[src/rtl/multdiv_ctrl_pkg.sv]
// -----------------------------------------------------------------------------
// multdiv_ctrl_pkg
//
// Shared types and constants for the multiply/divide sequencing controller.
//   md_state_e : controller states (IDLE, LOAD, RUN, FIX, DONE)
//   md_op_e    : operation kind latched on a start pulse
//   MD_MULT_CYCLES / MD_DIV_CYCLES : default iteration counts
//   decode_op()  : start-pulse priority (multiply beats divide)
// -----------------------------------------------------------------------------
package multdiv_ctrl_pkg;

  // Iteration steps for a radix-4 Booth 32-bit multiply and a restoring
  // 32-bit divide.
  localparam int MD_MULT_CYCLES = 16;
  localparam int MD_DIV_CYCLES  = 32;

  typedef enum logic [2:0] {
    IDLE = 3'd0,
    LOAD = 3'd1,
    RUN  = 3'd2,
    FIX  = 3'd3,
    DONE = 3'd4
  } md_state_e;

  typedef enum logic {
    OP_MULT = 1'b0,
    OP_DIV  = 1'b1
  } md_op_e;

  // When both start pulses arrive together the multiply wins.
  function automatic md_op_e decode_op(input logic mult, input logic div);
    return (div && !mult) ? OP_DIV : OP_MULT;
  endfunction

endpackage

[src/rtl/multdiv_ctrl_counter.sv]
// -----------------------------------------------------------------------------
// multdiv_ctrl_counter
//
// CNT_W-bit iteration up-counter for the multdiv controller. State updates on
// the falling clock edge, matching the rest of the controller.
//
// Ports:
//   clk   in  : clock (falling edge active)
//   clr   in  : asynchronous active-high clear
//   sclr  in  : synchronous clear (has priority over en)
//   en    in  : count enable
//   count out : current count
// -----------------------------------------------------------------------------
module multdiv_ctrl_counter #(
  parameter int CNT_W = 6
) (
  input  logic             clk,
  input  logic             clr,
  input  logic             sclr,
  input  logic             en,
  output logic [CNT_W-1:0] count
);

  // NOTE: sequential state uses non-blocking assignments so every register
  // samples pre-edge values regardless of block ordering.
  always_ff @(negedge clk or posedge clr) begin
    if (clr) begin
      count <= '0;
    end else if (sclr) begin
      count <= '0;
    end else if (en) begin
      count <= count + CNT_W'(1);
    end
  end

endmodule

[src/rtl/multdiv_ctrl.sv]
// -----------------------------------------------------------------------------
// multdiv_ctrl
//
// Sequencing controller for the multi-cycle multiply/divide datapath. A start
// pulse (ctrl_MULT / ctrl_DIV) in any state aborts whatever is running and
// walks the datapath through LOAD -> RUN (N iterations) -> FIX -> DONE.
// A divide whose divisor was zero at the start edge skips RUN/FIX and reports
// an exception straight from LOAD. All state changes on the falling edge.
//
// Build option:
//   MULTDIV_EARLY_TERM_EN : when defined, a multiply in RUN ends early (moves
//                           to FIX with count frozen) when mult_rem_zero is
//                           high at an edge. When undefined mult_rem_zero is
//                           ignored and latency is fixed.
//
// Parameters:
//   MULT_CYCLES : multiply iteration steps
//   DIV_CYCLES  : divide iteration steps
//   CNT_W       : counter width, 2**CNT_W > max(MULT_CYCLES, DIV_CYCLES)
//
// Ports:
//   clk            in  : clock (falling edge active)
//   clr            in  : asynchronous active-high reset
//   ctrl_MULT      in  : multiply start pulse
//   ctrl_DIV       in  : divide start pulse
//   divisor_zero   in  : divisor is zero, sampled on the start edge
//   mult_overflow  in  : product overflow, sampled on the FIX edge
//   mult_rem_zero  in  : remaining multiplier bits zero (early-term build only)
//   load           out : datapath loads operands (LOAD)
//   step_en        out : datapath iterates (RUN)
//   fix_en         out : datapath sign-fix / final select (FIX)
//   op_is_div      out : latched operation is a divide
//   count          out : iterations completed
//   stall          out : pipeline hold (LOAD, RUN, FIX)
//   data_resultRDY out : result valid (DONE, one cycle)
//   data_exception out : exception, meaningful only with data_resultRDY
// -----------------------------------------------------------------------------
module multdiv_ctrl
  import multdiv_ctrl_pkg::*;
#(
  parameter int MULT_CYCLES = MD_MULT_CYCLES,
  parameter int DIV_CYCLES  = MD_DIV_CYCLES,
  parameter int CNT_W       = 6
) (
  input  logic             clk,
  input  logic             clr,
  input  logic             ctrl_MULT,
  input  logic             ctrl_DIV,
  input  logic             divisor_zero,
  input  logic             mult_overflow,
  input  logic             mult_rem_zero,
  output logic             load,
  output logic             step_en,
  output logic             fix_en,
  output logic             op_is_div,
  output logic [CNT_W-1:0] count,
  output logic             stall,
  output logic             data_resultRDY,
  output logic             data_exception
);

  // Count value present at the edge that ends the final iteration.
  localparam logic [CNT_W-1:0] MULT_LAST = CNT_W'(MULT_CYCLES - 1);
  localparam logic [CNT_W-1:0] DIV_LAST  = CNT_W'(DIV_CYCLES - 1);

  md_state_e        state;
  md_state_e        state_nxt;
  md_op_e           op_q;
  logic             exc_q;

  logic             start;
  md_op_e           start_op;
  logic [CNT_W-1:0] last_cnt;
  logic             last_step;
  logic             early_term;
  logic             cnt_en;

  // ---------------------------------------------------------------------------
  // Start decode and iteration bookkeeping
  // ---------------------------------------------------------------------------
  assign start     = ctrl_MULT | ctrl_DIV;
  assign start_op  = decode_op(ctrl_MULT, ctrl_DIV);
  assign last_cnt  = (op_q == OP_DIV) ? DIV_LAST : MULT_LAST;
  assign last_step = (count == last_cnt);

`ifdef MULTDIV_EARLY_TERM_EN
  // Once the remaining multiplier bits are zero further Booth steps add
  // nothing, so the multiply can go straight to FIX.
  assign early_term = (state == RUN) && (op_q == OP_MULT) && mult_rem_zero;
`else
  logic unused_rem_zero;
  assign unused_rem_zero = mult_rem_zero;
  assign early_term      = 1'b0;
`endif

  // The counter advances on every RUN edge, including the last one, so it
  // reads N through FIX and DONE. An early-terminated multiply freezes it.
  assign cnt_en = (state == RUN) && !early_term;

  multdiv_ctrl_counter #(
    .CNT_W (CNT_W)
  ) u_counter (
    .clk   (clk),
    .clr   (clr),
    .sclr  (start),
    .en    (cnt_en),
    .count (count)
  );

  // ---------------------------------------------------------------------------
  // State register
  // ---------------------------------------------------------------------------
  always_ff @(negedge clk or posedge clr) begin
    if (clr) begin
      state <= IDLE;
    end else begin
      state <= state_nxt;
    end
  end

  // ---------------------------------------------------------------------------
  // Operation and exception flags. divisor_zero only matters for a divide, so
  // the exception flag is latched as "divide by zero" on the start edge and
  // overwritten with the overflow flag on a multiply's FIX edge.
  // ---------------------------------------------------------------------------
  always_ff @(negedge clk or posedge clr) begin
    if (clr) begin
      op_q  <= OP_MULT;
      exc_q <= 1'b0;
    end else if (start) begin
      op_q  <= start_op;
      exc_q <= (start_op == OP_DIV) && divisor_zero;
    end else if ((state == FIX) && (op_q == OP_MULT)) begin
      exc_q <= mult_overflow;
    end
  end

  // ---------------------------------------------------------------------------
  // Next state and state-decoded outputs
  // ---------------------------------------------------------------------------
  // NOTE: every combinational output gets a default before the case so no
  // path leaves it unassigned and no latch is inferred.
  always_comb begin
    state_nxt      = state;
    load           = 1'b0;
    step_en        = 1'b0;
    fix_en         = 1'b0;
    stall          = 1'b0;
    data_resultRDY = 1'b0;
    data_exception = 1'b0;

    unique case (state)
      IDLE: begin
        state_nxt = IDLE;
      end
      LOAD: begin
        load  = 1'b1;
        stall = 1'b1;
        // Divide by zero has nothing to iterate on: report immediately.
        state_nxt = ((op_q == OP_DIV) && exc_q) ? DONE : RUN;
      end
      RUN: begin
        step_en = 1'b1;
        stall   = 1'b1;
        if (early_term || last_step) begin
          state_nxt = FIX;
        end
      end
      FIX: begin
        fix_en    = 1'b1;
        stall     = 1'b1;
        state_nxt = DONE;
      end
      DONE: begin
        data_resultRDY = 1'b1;
        data_exception = exc_q;
        state_nxt      = IDLE;
      end
      default: begin
        state_nxt = IDLE;
      end
    endcase

    // A new start aborts anything in flight, from any state.
    if (start) begin
      state_nxt = LOAD;
    end
  end

  assign op_is_div = (op_q == OP_DIV);

endmodule
[config.mk]
export PLATFORM = sky130hd
export DESIGN_NAME = multdiv_ctrl
export DESIGN_NICKNAME = d
export VERILOG_FILES = /design/src/rtl/multdiv_ctrl_pkg.sv /design/src/rtl/multdiv_ctrl_counter.sv /design/src/rtl/multdiv_ctrl.sv
export SDC_FILE = /design/constraint.sdc
export NUM_CORES = 1
export LEC_CHECK = 0
export CORE_MARGIN = 2
export CORE_UTILIZATION = 43
export CTS_CLUSTER_DIAMETER = 80
export DETAILED_ROUTE_END_ITERATION = 12
export PLACE_DENSITY = 0.87
export SYNTH_ARGS = -nofsm -noshare
export SYNTH_HDL_FRONTEND = slang
export SYNTH_SLANG_ARGS = --single-unit
[constraint.sdc]
create_clock -name clk -period 1.5 [get_ports clk]
set_input_delay 0.225 -clock clk [delete_from_list [all_inputs] [get_ports clk]]
set_output_delay 0.225 -clock clk [all_outputs]
set_load 0.005 [all_outputs]
Word level (Yosys, flattened, before mapping):

Cells that the tools add are included.

* reductions and logical operators: 8
* equal/unequal tests: 6
* $add $sub $neg: 1
* multiplexer cells: 16
* bitwise logic cells: 2

Operators by type and width (number)
* two-way mux 6 bit: 2
* two-way mux 1 bit: 9
* two-way mux 3 bit: 3
* one-hot mux 3 bit (3 select lines): 1
* adder 6 x 1 -> 6 bit (second input constant): 1
* equality test 3 x 2 -> 1 bit (second input constant): 2
* equality test 6 x 5 -> 1 bit: 1
* two-way mux 5 bit: 1
* logical AND 1 bit: 4
* nonzero test 2 bit: 2
* equality test 3 x 1 -> 1 bit (second input constant): 1
* equality test 3 bit (second input constant): 1
* != test 3 bit (second input constant): 1
* OR reduction 3 bit: 1
* zero test 1 bit: 1
* NOT 1 bit: 1
* OR 1 bit: 1

* word-level logic and storage cells: 37
* flip-flop bits (word level): 11
* input port bits: 7
* output and inout bits: 13

Longest topological paths before layout:

Gate-level depths: netlist of the first run.

* depth after elaboration: 5
* mapped depth: 4
* depth with buffers taken out: 4

By module:

Synthesis of the first run repeated with hierarchy kept, for this count alone.

* cell total of the unflattened synthesis: 58
* area, all modules: 588.1 um^2

By module, submodules not included
* multdiv_ctrl: instances 1, seq. area each 125.1 um^2, cells an instance 31, area an instance 310.3 um^2
* multdiv_ctrl_counter: instances 1, seq. area each 150.1 um^2, cells an instance 27, area an instance 277.8 um^2

==> out/metrics.yaml, run 1 <==
antenna_left: 0
r2r_cells: 6
n_antenna_cell: 0
synth_cells: 57
worstHoldPathCells: 2
cp_data_required_time_ns: 1.27
yosys-top-cells-area: "dfrtn_1 (47%), nor2_1 (6.4%), mux2i_1 (5.1%)"
grt_usage_pct: 27.7
hp-class: "flip-flop to flip-flop"
slew_headroom_pct: 81.3
synth_cell_types: 26
rrSetupSlack_ns: -0.09
cts_hold_buf: 0
die_w_um: 41.0
synth.avg_cell_area_um2: 10.3
critPathKind: "flip-flop to output port"
clock_sinks: 11
syn2layout_area_growth_pct: 83.0
p_seq_share_pct: 46.1
drt_iter0_markers: 9
hp-start: "exc_q"
path_clk_slew_ns: 0.06
syn_nets: 65
start_util_pct: 45.9
violations: "negative setup slack"
sw_frac_of_total_pct: 26.7
clk_path_buf_depth: 2
dr.pass1.iters: 4
cts_buffers: 3
fin_nets: 116
tightest_slew_ns: 0.277
outcome: "complete, but fails checks"
drv_cap: 0
route.detailed.drc: 0
grt_pass1_wl_mm: 2.87
drt_wl_total_mm: 2.18
final_util_pct: 83.9
routedWlPerCell_um: 17.9
setup_tns_ns: -5.98
total_power_w: 0.000681
clk_latency_ns: 0.28
internal_power_w: 0.000499
hold_end: "exc_q"
setup_violations: 17
yosysWarnings: 0
start_kind: "flip-flop"
power_leakage_nw: 0.543
ioPinCount: 20
hold_viol_final: 0
grt_start_max_net_pins: 12
peakVddDrop_uv: 426
io_buffers: 18
gp_congestion: 0.693
r2r-start: "state[2]"
worstPathArrival_ns: 1.99
skew_ns: 0.00631
fillerInstances: 86
worstSetupEndpointType: "output port"
fin_ws_ns: -0.716
cts_root_buffer: "clkbuf_4"
die_h_um: 41.0
pre_cts_ws_ns: -0.764
rsz0062_at_grt: "true"
path_max_fanout: 4
yosysTopAreaCell: "dfrtn_1"
worstSetupStartpoint: "state[2]"
grt.overflow.total: 0
p_sw_w: 0.000182
yosys.area.top_type_share_pct: 46.7
cts_tree: "built"
die_area_mm2: 0.00168
hpwlAfterDp_mm: 1.14
antenna_found_initial: 0
vias: 665
combPwrFrac_pct: 22.6
grt_pass1_vias: 652
drv_slew: 0
vias_per_cell: 5.45
coreArea_mm2: 0.00128
ys_ff_latch: 11
pwr-share-clk_pct: 31.2
fin_hold_ws_ns: 0.592
r2r-end: "exc_q"
ys_seq_area_share_pct: 46.7
power_density_mw_per_mm2: 632
htreeDepth: 1
syn_area_um2: 589
drive_gt1_share_pct: 58.9
rows: 13
[cell families after synthesis]
| family | Yosys count | synth area share [%] |
|---|---|---|
| AOI/OAI and AO/OA | 9 | 8.71 |
| xor gates and xnor gates | 3 | 4.46 |
| adders and majority gates | 1 | 2.12 |
| buffers and inverters | 3 | 2.12 |
| DFF | 11 | 46.7 |
| muxes | 4 | 7.64 |
| and+or+nand+nor | 26 | 28.2 |
[timing repair]
action,CTS,global route
pin swaps,9,11
endpoints found under the setup margin,24,21
endpoints found under the hold margin,0,0
setup buffers,12,2
resized for setup,74,15
[cell usage in the layout, fill, tap and decap left out, drive strengths merged]
| master | n |
|---|---|
| clkbuf | 4 |
| nor3b | 1 |
| dfrtn | 11 |
| o41ai | 1 |
| buf | 44 |
| nor3 | 2 |
| or3 | 3 |
| clkdlybuf4s50 | 1 |
| nor2 | 10 |
| nand2b | 1 |
| o21ai | 3 |
| and3b | 1 |
| nand4bb | 1 |
| xnor2 | 2 |
| a21o | 1 |
| and3 | 1 |
| a21oi | 4 |
| nand4 | 1 |
| and4bb | 1 |
| nand2 | 2 |
| dlygate4sd2 | 2 |
| xor2 | 1 |
| or2 | 1 |
| inv | 2 |
| mux2 | 1 |
| mux2i | 3 |
| ha | 1 |
| and2 | 1 |
[area by class of cell]
class / instances / area (um^2) / area share, %
multi-input cells: 43 / 369 / 34.2
repair buffers: 47 / 382 / 35.4
flip-flops and latches: 11 / 275 / 25.5
clock buffers: 4 / 26.3 / 2.44
inverters: 2 / 7.51 / 0.696
well taps: 15 / 18.8 / 1.74
[flip-flops by register name (all words and copies together) (netlist names)]
signal / cells
u_counter.count: 6
state: 3
exc_q: 1
op_is_div: 1
[worst max-delay path, cell delays in order, from the launching register on]
cell	delay, ns
dfrtn_1	0.36
buf_6	0.13
buf_6	0.12
nor3b_4	0.21
buf_2	0.15
[Yosys cell counts]
cell type,count
nor3b_2,1
and3_1,1
nand2b_1,1
mux2i_1,3
inv_1,2
nand4_1,1
buf_2,1
nor2_1,10
or2_0,1
o41ai_1,1
nand2_1,2
ha_1,1
o21ai_0,2
nor3_1,2
xnor2_1,2
a21oi_1,4
and4bb_1,1
a21o_1,1
mux2_4,1
and2_1,1
xor2_1,1
or3_1,3
dfrtn_1,11
nand4bb_4,1
o21ai_1,1
and3b_1,1
[metrics by stage]
step / area (um^2) / std cells
after CTS: 1010 / 121
after global routing: 1080 / 122
after floorplan: 596 / 57
final: 1080 / 122
after detailed placement: 930 / 106
after global placement: 930 / 106
[layer usage]
| metal | track usage (%) | up-vias | part of all wire, % |
|---|---|---|---|
| met5 | 0 | - | 0 |
| met4 | 19.2 | 0 | 3.5 |
| met3 | 9.24 | 8 | 5.5 |
| met2 | 44.9 | 29 | 53 |
| met1 | 30.0 | 325 | 38 |
| li1 | - | 303 | - |
[power by group through the flow]
| stage | clock, W | combinational (W) | sequential (W) |
|---|---|---|---|
| detailed placement | 0 | 0.000117 | 0.000323 |
| CTS | 0.000212 | 0.000139 | 0.000314 |
| floorplan | 0 | 0.0000409 | 0.000324 |
| finish | 0.000213 | 0.000154 | 0.000314 |
| global placement | 0 | 0.000112 | 0.000322 |
| global route | 0.000222 | 0.000166 | 0.000315 |
[worst max-delay path by stage]
| stage | slack [ns] | cells past startpoint | endpoint |
|---|---|---|---|
| floorplan | -0.43 | 4 | exc_q |
| global placement | -0.75 | 4 | exc_q |
| detailed placement | -0.76 | 4 | exc_q |
| CTS | -0.67 | 4 | step_en |
| global route | -0.74 | 4 | step_en |
| finish | -0.72 | 4 | step_en |
(Power assumes the default switching activity.)
==> inputs of run 2 (changes only) <==
CAP_MARGIN = 10   (was unset)
CORE_UTILIZATION = 42   (was 43)
PLACE_DENSITY = 0.86   (was 0.87)
SYNTH_HIERARCHICAL = 1   (was unset)
==> run 2 against run 1 <==
Compared with the run above:
- final cell count fell by 1.6%
- total power fell by 5.2%
- wire length fell by 31%
- sequential cell count did not move
- the flow still finishes with violations (negative setup slack)
- critical path depth fell by 1
- global-route usage fell by 7.4 points
- sequential share of layout area rose by 2.5 points
- synthesized area fell by 0.21%
- count of clock-buffer cells in the layout did not move
- cell area fell by 8.9%
- sequential power barely moved
==> out/metrics.yaml, run 2 <==
grt_start_max_net_pins: 9  # -3
start_util_pct: 45.2  # -0.67 points
yosys_most_used_dff: "dfrtn_1"
p_sw_w: 0.000164  # -9.9%
htreeDepth: 1  # unchanged
cts_tree: "built"
antenna_found_initial: 0  # unchanged
synth.avg_cell_area_um2: 10.1  # -1.9%
gp_congestion: 0.752  # +8.5%
fillerInstances: 88  # +2.3%
routedWlPerCell_um: 12.6  # -30%
synth_edf_count: 0  # unchanged
start_kind: "flip-flop"
route.detailed.drc: 0  # unchanged
antenna_left: 0  # unchanged
yosys.area.top_type_share_pct: 46.8  # +0.099 points
syn2layout_area_growth_pct: 67.0
internal_power_w: 0.000482  # -3.5%
cts_root_buffer: "clkbuf_4"
ys_seq_area_share_pct: 46.8  # +0.099 points
yosys-top-cells-area: "dfrtn_1 (47%), nor2_1 (7.7%), mux2i_1 (5.1%)"
die_area_mm2: 0.00172  # +2.0%
final_util_pct: 75.5  # -8.5 points
skew_ns: 0.00780  # +0.00149 ns
power_leakage_nw: 0.503  # -7.4%
dp_cells: 103  # -2.8%
worstPathArrival_ns: 1.92  # -0.07 ns
drt_wl_total_mm: 1.51  # -31%
p_seq_share_pct: 48.7  # +2.6 points
coreArea_mm2: 0.00130  # +1.3%
combPwrFrac_pct: 20.5  # -2.1 points
die_w_um: 41.4  # +0.98%
worstSetupEndpointType: "output port"
yosysTopAreaCell: "dfrtn_1"
power_density_mw_per_mm2: 657  # +4.1%
n_antenna_cell: 0  # unchanged
cts_buffers: 3  # unchanged
hp-class: "flip-flop to flip-flop"
setup_violations: 15  # -2
cts_hold_buf: 0  # unchanged
sw_frac_of_total_pct: 25.4  # -1.3 points
fin_hold_ws_ns: 0.600  # +0.00825 ns
drv_cap: 0  # unchanged
pwr-share-clk_pct: 30.8  # -0.4 points
rsz0062_at_grt: "true"
ys_ff_latch: 11  # unchanged
synthArstFlopShare_pct: 100  # unchanged
cp_data_required_time_ns: 1.27  # about the same
hold_viol_final: 0  # unchanged
drive_gt1_share_pct: 56.2  # -2.7 points
critPathKind: "flip-flop to output port"
hpwlAfterDp_mm: 1.11  # -2.8%
fin_ws_ns: -0.649  # +0.0666 ns
path_clk_slew_ns: 0.06  # about the same
violations: "negative setup slack"
yosysWarnings: 6  # +6
clk_latency_ns: 0.27  # about the same
slew_headroom_pct: 84.9  # +3.6 points
yosysMostFrequentCell: "nor2_1"
grt.overflow.total: 0  # unchanged
vias_per_cell: 4.76  # -13%
io_buffers: 18  # unchanged
largestRegisters: "u_counter/count (6), state (3)"
grt_pass1_wl_mm: 2.73  # -4.8%
outcome: "complete, but fails checks"
total_power_w: 0.000646  # -5.2%
rows: 13  # unchanged
syn_nets: 66  # +1.5%
largest-register: "u_counter/count"
tightest_slew_ns: 0.226  # -0.0518 ns
ioPinCount: 20  # unchanged
grt_pass1_vias: 630  # -3.4%
layout_common_cells: "buf_4 (23), buf_2 (14), dfrtn_1 (11)"
final_common_cell: "buf_4"
grt_usage_pct: 20.3  # -7.4 points
fin_cells: 120  # -1.6%
largest_reg_flops: 6  # unchanged
drt_iter0_markers: 7  # -2
drv_slew: 0  # unchanged
peakVddDrop_uv: 817  # +92%
clk_path_buf_depth: 2  # unchanged
die_h_um: 41.4  # +0.98%
dr.pass1.iters: 4  # unchanged
syn_area_um2: 588  # -0.21%
vias: 571  # -14%
fin_nets: 114  # -1.7%
path_max_fanout: 3  # -1
synth_cell_types: 24  # -7.7%
synth_cells: 58  # +1.8%
netlist_top_cells_count: "nor2_1 (12), dfrtn_1 (11), mux2i_1 (3), nand4_1 (3), xor2_1 (3)"
clock_sinks: 11  # unchanged
[run 2: kinds of logic after synthesis]
| family | count (synthesis) | share of synthesized area [%] |
|---|---|---|
| flops | 11 | 46.8 |
| mux | 4 | 7.66 |
| fa+ha+maj | 1 | 2.13 |
| xor+xnor | 5 | 7.45 |
| buf+inv | 5 | 3.40 |
| compound gates | 5 | 8.30 |
| simple gates | 27 | 24.3 |
[run 2: worst paths after layout]
kind	start	to	slack [ns]	cells after the start
worst max-delay path	state[1]	step_en	-0.65	3
worst min-delay path	exc_q	exc_q	0.60	2
worst max register to register	state[1]	u_counter/count[5]	-0.01	6
worst min register to register	exc_q	exc_q	0.60	2
max in group asynchronous	clr	u_counter/count[5]	0.45	2
min in group asynchronous	clr	op_is_div	0.81	2
[run 2: per-layer routing]
metal / up-vias / track usage (%) / part of all wire [%]
li1: 289 / - / -
met1: 267 / 23.2 / 41
met2: 15 / 40.6 / 55
met3: 0 / 2.61 / 4.1
met4: 0 / 1.94 / 0
met5: - / 0 / 0
[run 2: final cells by class]
cell class / count / area, um^2 / area share, %
timing repair buffer: 44 / 320 / 32.6
sequential: 11 / 275 / 28.0
multi-input combinational: 42 / 324 / 33.0
clock buffer: 4 / 26.3 / 2.68
tap: 15 / 18.8 / 1.91
inverter: 4 / 17.5 / 1.78
[run 2: power by group through the flow]
stage                     clock network (W)  registers [W]   logic, W
final                              0.000199       0.000315   0.000132
after global placement                    0       0.000321   0.000108
after floorplan                           0       0.000324  0.0000475
after CTS                          0.000202       0.000314   0.000129
after global routing               0.000214       0.000315   0.000145
after detailed placement                  0       0.000322   0.000114
[run 2: critical path: stages (launching register included)]
cell and delay, ns:
dfrtn_1 0.47, buf_6 0.12, nor3b_4 0.17, buf_2 0.14
[run 2: repair_timing]
action	4_1_cts	5_1_grt
setup endpoints to repair	24	19
pin swaps	5	2
resized for setup	75	4
buffers inserted	12	2
[run 2: stage by stage]
| stage | instance area [um^2] | TNS [ns] | setup slack, ns |
|---|---|---|---|
| 2_1_floorplan | 598 | -1.18 | -0.199 |
| 3_5_place_dp | 890 | -13.23 | -0.778 |
| 6_report | 982 | -5.25 | -0.649 |
| 5_1_grt | 982 | -5.90 | -0.697 |
| 3_3_place_gp | 890 | -12.58 | -0.691 |
| 4_1_cts | 951 | -5.15 | -0.616 |
==> inputs of run 3 (changes only) <==
CORE_UTILIZATION = 45   (was 42)
CTS_BUF_LIST = sky130_fd_sc_hd__clkbuf_8   (was unset)
PLACE_DENSITY = 0.9   (was 0.86)
==> run 3 against run 2 <==
Compared with the run above:
- cell area down 0.13%
- final cell count down 4.2%
- highest routed layer is now met4
- the run still ends with negative setup slack left
- clock power rose by 45%
- critical path depth increased by 1
- worst hold slack improved by 0.0025 ns
- sequential power about the same
- core utilization rose by 2.8 points
==> out/metrics.yaml, run 3 (synthesis gave the netlist of run 2 again) <==
setup_tns_ns: -5.62  # -0.369 ns
crit_family: "flip-flops"
syn2layout_area_growth_pct: 66.8
power_leakage_nw: 0.493  # -2.1%
hpwlAfterDp_mm: 1.13  # +2.1%
skew_ns: 0.00186  # -0.00594 ns
largestRegisters: "u_counter/count (6), state (3)"
path_max_fanout: 3  # unchanged
worstHoldPathCells: 3  # +1
htreeDepth: 1  # unchanged
worstPathArrival_ns: 1.96  # +0.04 ns
largest-register: "u_counter/count"
drv_cap: 0  # unchanged
final_common_cell: "buf_4"
ioPinCount: 20  # unchanged
rows: 13  # unchanged
antenna_found_initial: 0  # unchanged
cts_buffers: 3  # unchanged
coreArea_mm2: 0.00125  # -3.8%
die_area_mm2: 0.00161  # -6.0%
critPathKind: "flip-flop to output port"
rsz0062_at_grt: "true"
clock_sinks: 11  # unchanged
hold_viol_final: 0  # unchanged
drt_iter0_markers: 8  # +1
grt.overflow.total: 0  # unchanged
outcome: "complete, but fails checks"
fin_nets: 109  # -4.4%
n_antenna_cell: 0  # unchanged
fin_hold_ws_ns: 0.603  # +0.00247 ns
r2r-start: "state[1]"
drv_slew: 0  # unchanged
path_cells: "buf_6, nor2_4, and2_1, buf_2"
grt_pass1_vias: 573  # -9.0%
cts_hold_buf: 0  # unchanged
routedWlPerCell_um: 15.1  # +20%
start_kind: "flip-flop"
violations: "negative setup slack"
fillerInstances: 86  # -2.3%
layout_common_cells: "buf_4 (14), buf_2 (12), dfrtn_1 (11)"
r2r-end: "u_counter/count[5]"
tightest_slew_ns: 0.242  # +0.0165 ns
gp_congestion: 0.731  # -2.9%
crit_buf_inv: 2  # unchanged
grt_pass1_wl_mm: 2.45  # -10%
die_h_um: 40.2  # -3.1%
slowest_delay_ns: 0.39  # -0.08 ns
rrSetupSlack_ns: -0.04  # -0.03 ns
cts_tree: "built"
vias: 581  # +1.8%
worstSetupEndpointType: "output port"
power_density_mw_per_mm2: 763  # +16%
largest_reg_flops: 6  # unchanged
start_util_pct: 47.0  # +1.8 points
cp_data_required_time_ns: 1.27  # about the same
vias_per_cell: 5.05  # +6.2%
hp-class: "flip-flop to flip-flop"
grt_usage_pct: 24.5  # +4.2 points
dr.pass1.iters: 2  # -2
io_buffers: 18  # unchanged
cts_root_buffer: "clkbuf_8"
r2r_cells: 6  # unchanged
slew_headroom_pct: 83.8  # -1.1 points
fin_ws_ns: -0.686  # -0.0364 ns
hp-start: "u_counter/count[4]"
setup_violations: 15  # unchanged
die_w_um: 40.2  # -3.1%
route.detailed.drc: 0  # unchanged
grt_start_max_net_pins: 9  # unchanged
cp_slowest_cell: "dfrtn_1"
drt_wl_total_mm: 1.73  # +15%
clk_path_buf_depth: 2  # unchanged
peakVddDrop_uv: 550  # -33%
antenna_left: 0  # unchanged
path_clk_slew_ns: 0.04  # -0.02 ns
hold_end: "u_counter/count[4]"
drive_gt1_share_pct: 53.0  # -3.2 points
clk_latency_ns: 0.26  # about the same
run 3: cell types whose count changed in the layout (fill, tap and decap cells not counted), sizes merged:
| cell | previous run | this run |
|---|---|---|
| clkbuf | 4 | 5 |
| inv | 4 | 5 |
| buf | 43 | 36 |
run 3: power by group:
part           switching [W]  leakage (nW)  internal (W)
clock               0.000108        0.0269      0.000179
sequential        0.00000823         0.147      0.000308
combinational      0.0000669         0.319     0.0000774
run 3: area by class of cell:
type,count,area (um^2),area share [%]
multi-input combinational,42,327,33.3
clock inverter,1,3.75,0.383
tap,15,18.8,1.91
clock buffer,3,41.3,4.21
timing repair buffer,39,298,30.4
sequential,11,275,28.1
inverter,4,17.5,1.79
run 3: how the worst max path moves through the flow:
stage,startpoint,to,cells after the start
global placement,state[0],data_exception,3
finish,state[0],data_resultRDY,4
CTS,state[1],data_exception,4
global route,state[0],data_resultRDY,4
floorplan,state[0],data_exception,2
detailed placement,state[1],step_en,2
run 3: layer usage:
layer / vias up / global-route usage (%) / wire length [um]
met5: - / 0 / 0
met4: 0 / 10.3 / 45
met3: 6 / 5.00 / 75
met2: 18 / 51.2 / 1010
met1: 275 / 21.5 / 602
li1: 282 / - / -
run 3: tightest hold or removal path, stage by stage (launching register included):
cell and delay, ns:
dfrtn_1 0.41, buf_4 0.13, xor2_1 0.06, nor2_1 0.08
run 3: timing repair:
action	CTS	global route
gates cloned	0	0
setup endpoints to repair	24	17
setup buffers	9	1
endpoints found under the hold margin	0	0
pin swaps	4	3
resized for setup	76	8
run 3: through the flow:
step	total power (W)	instances	worst slack [ns]	util, %	area, um^2
2_1_floorplan	0.000371	58	-0.199	-	598
3_3_place_gp	0.000429	103	-0.688	71.0	890
3_5_place_dp	0.000435	103	-0.759	71.0	890
4_1_cts	0.000739	114	-0.600	76.4	957
5_1_grt	0.000776	115	-0.723	78.3	981
6_report	0.000749	115	-0.686	78.3	981
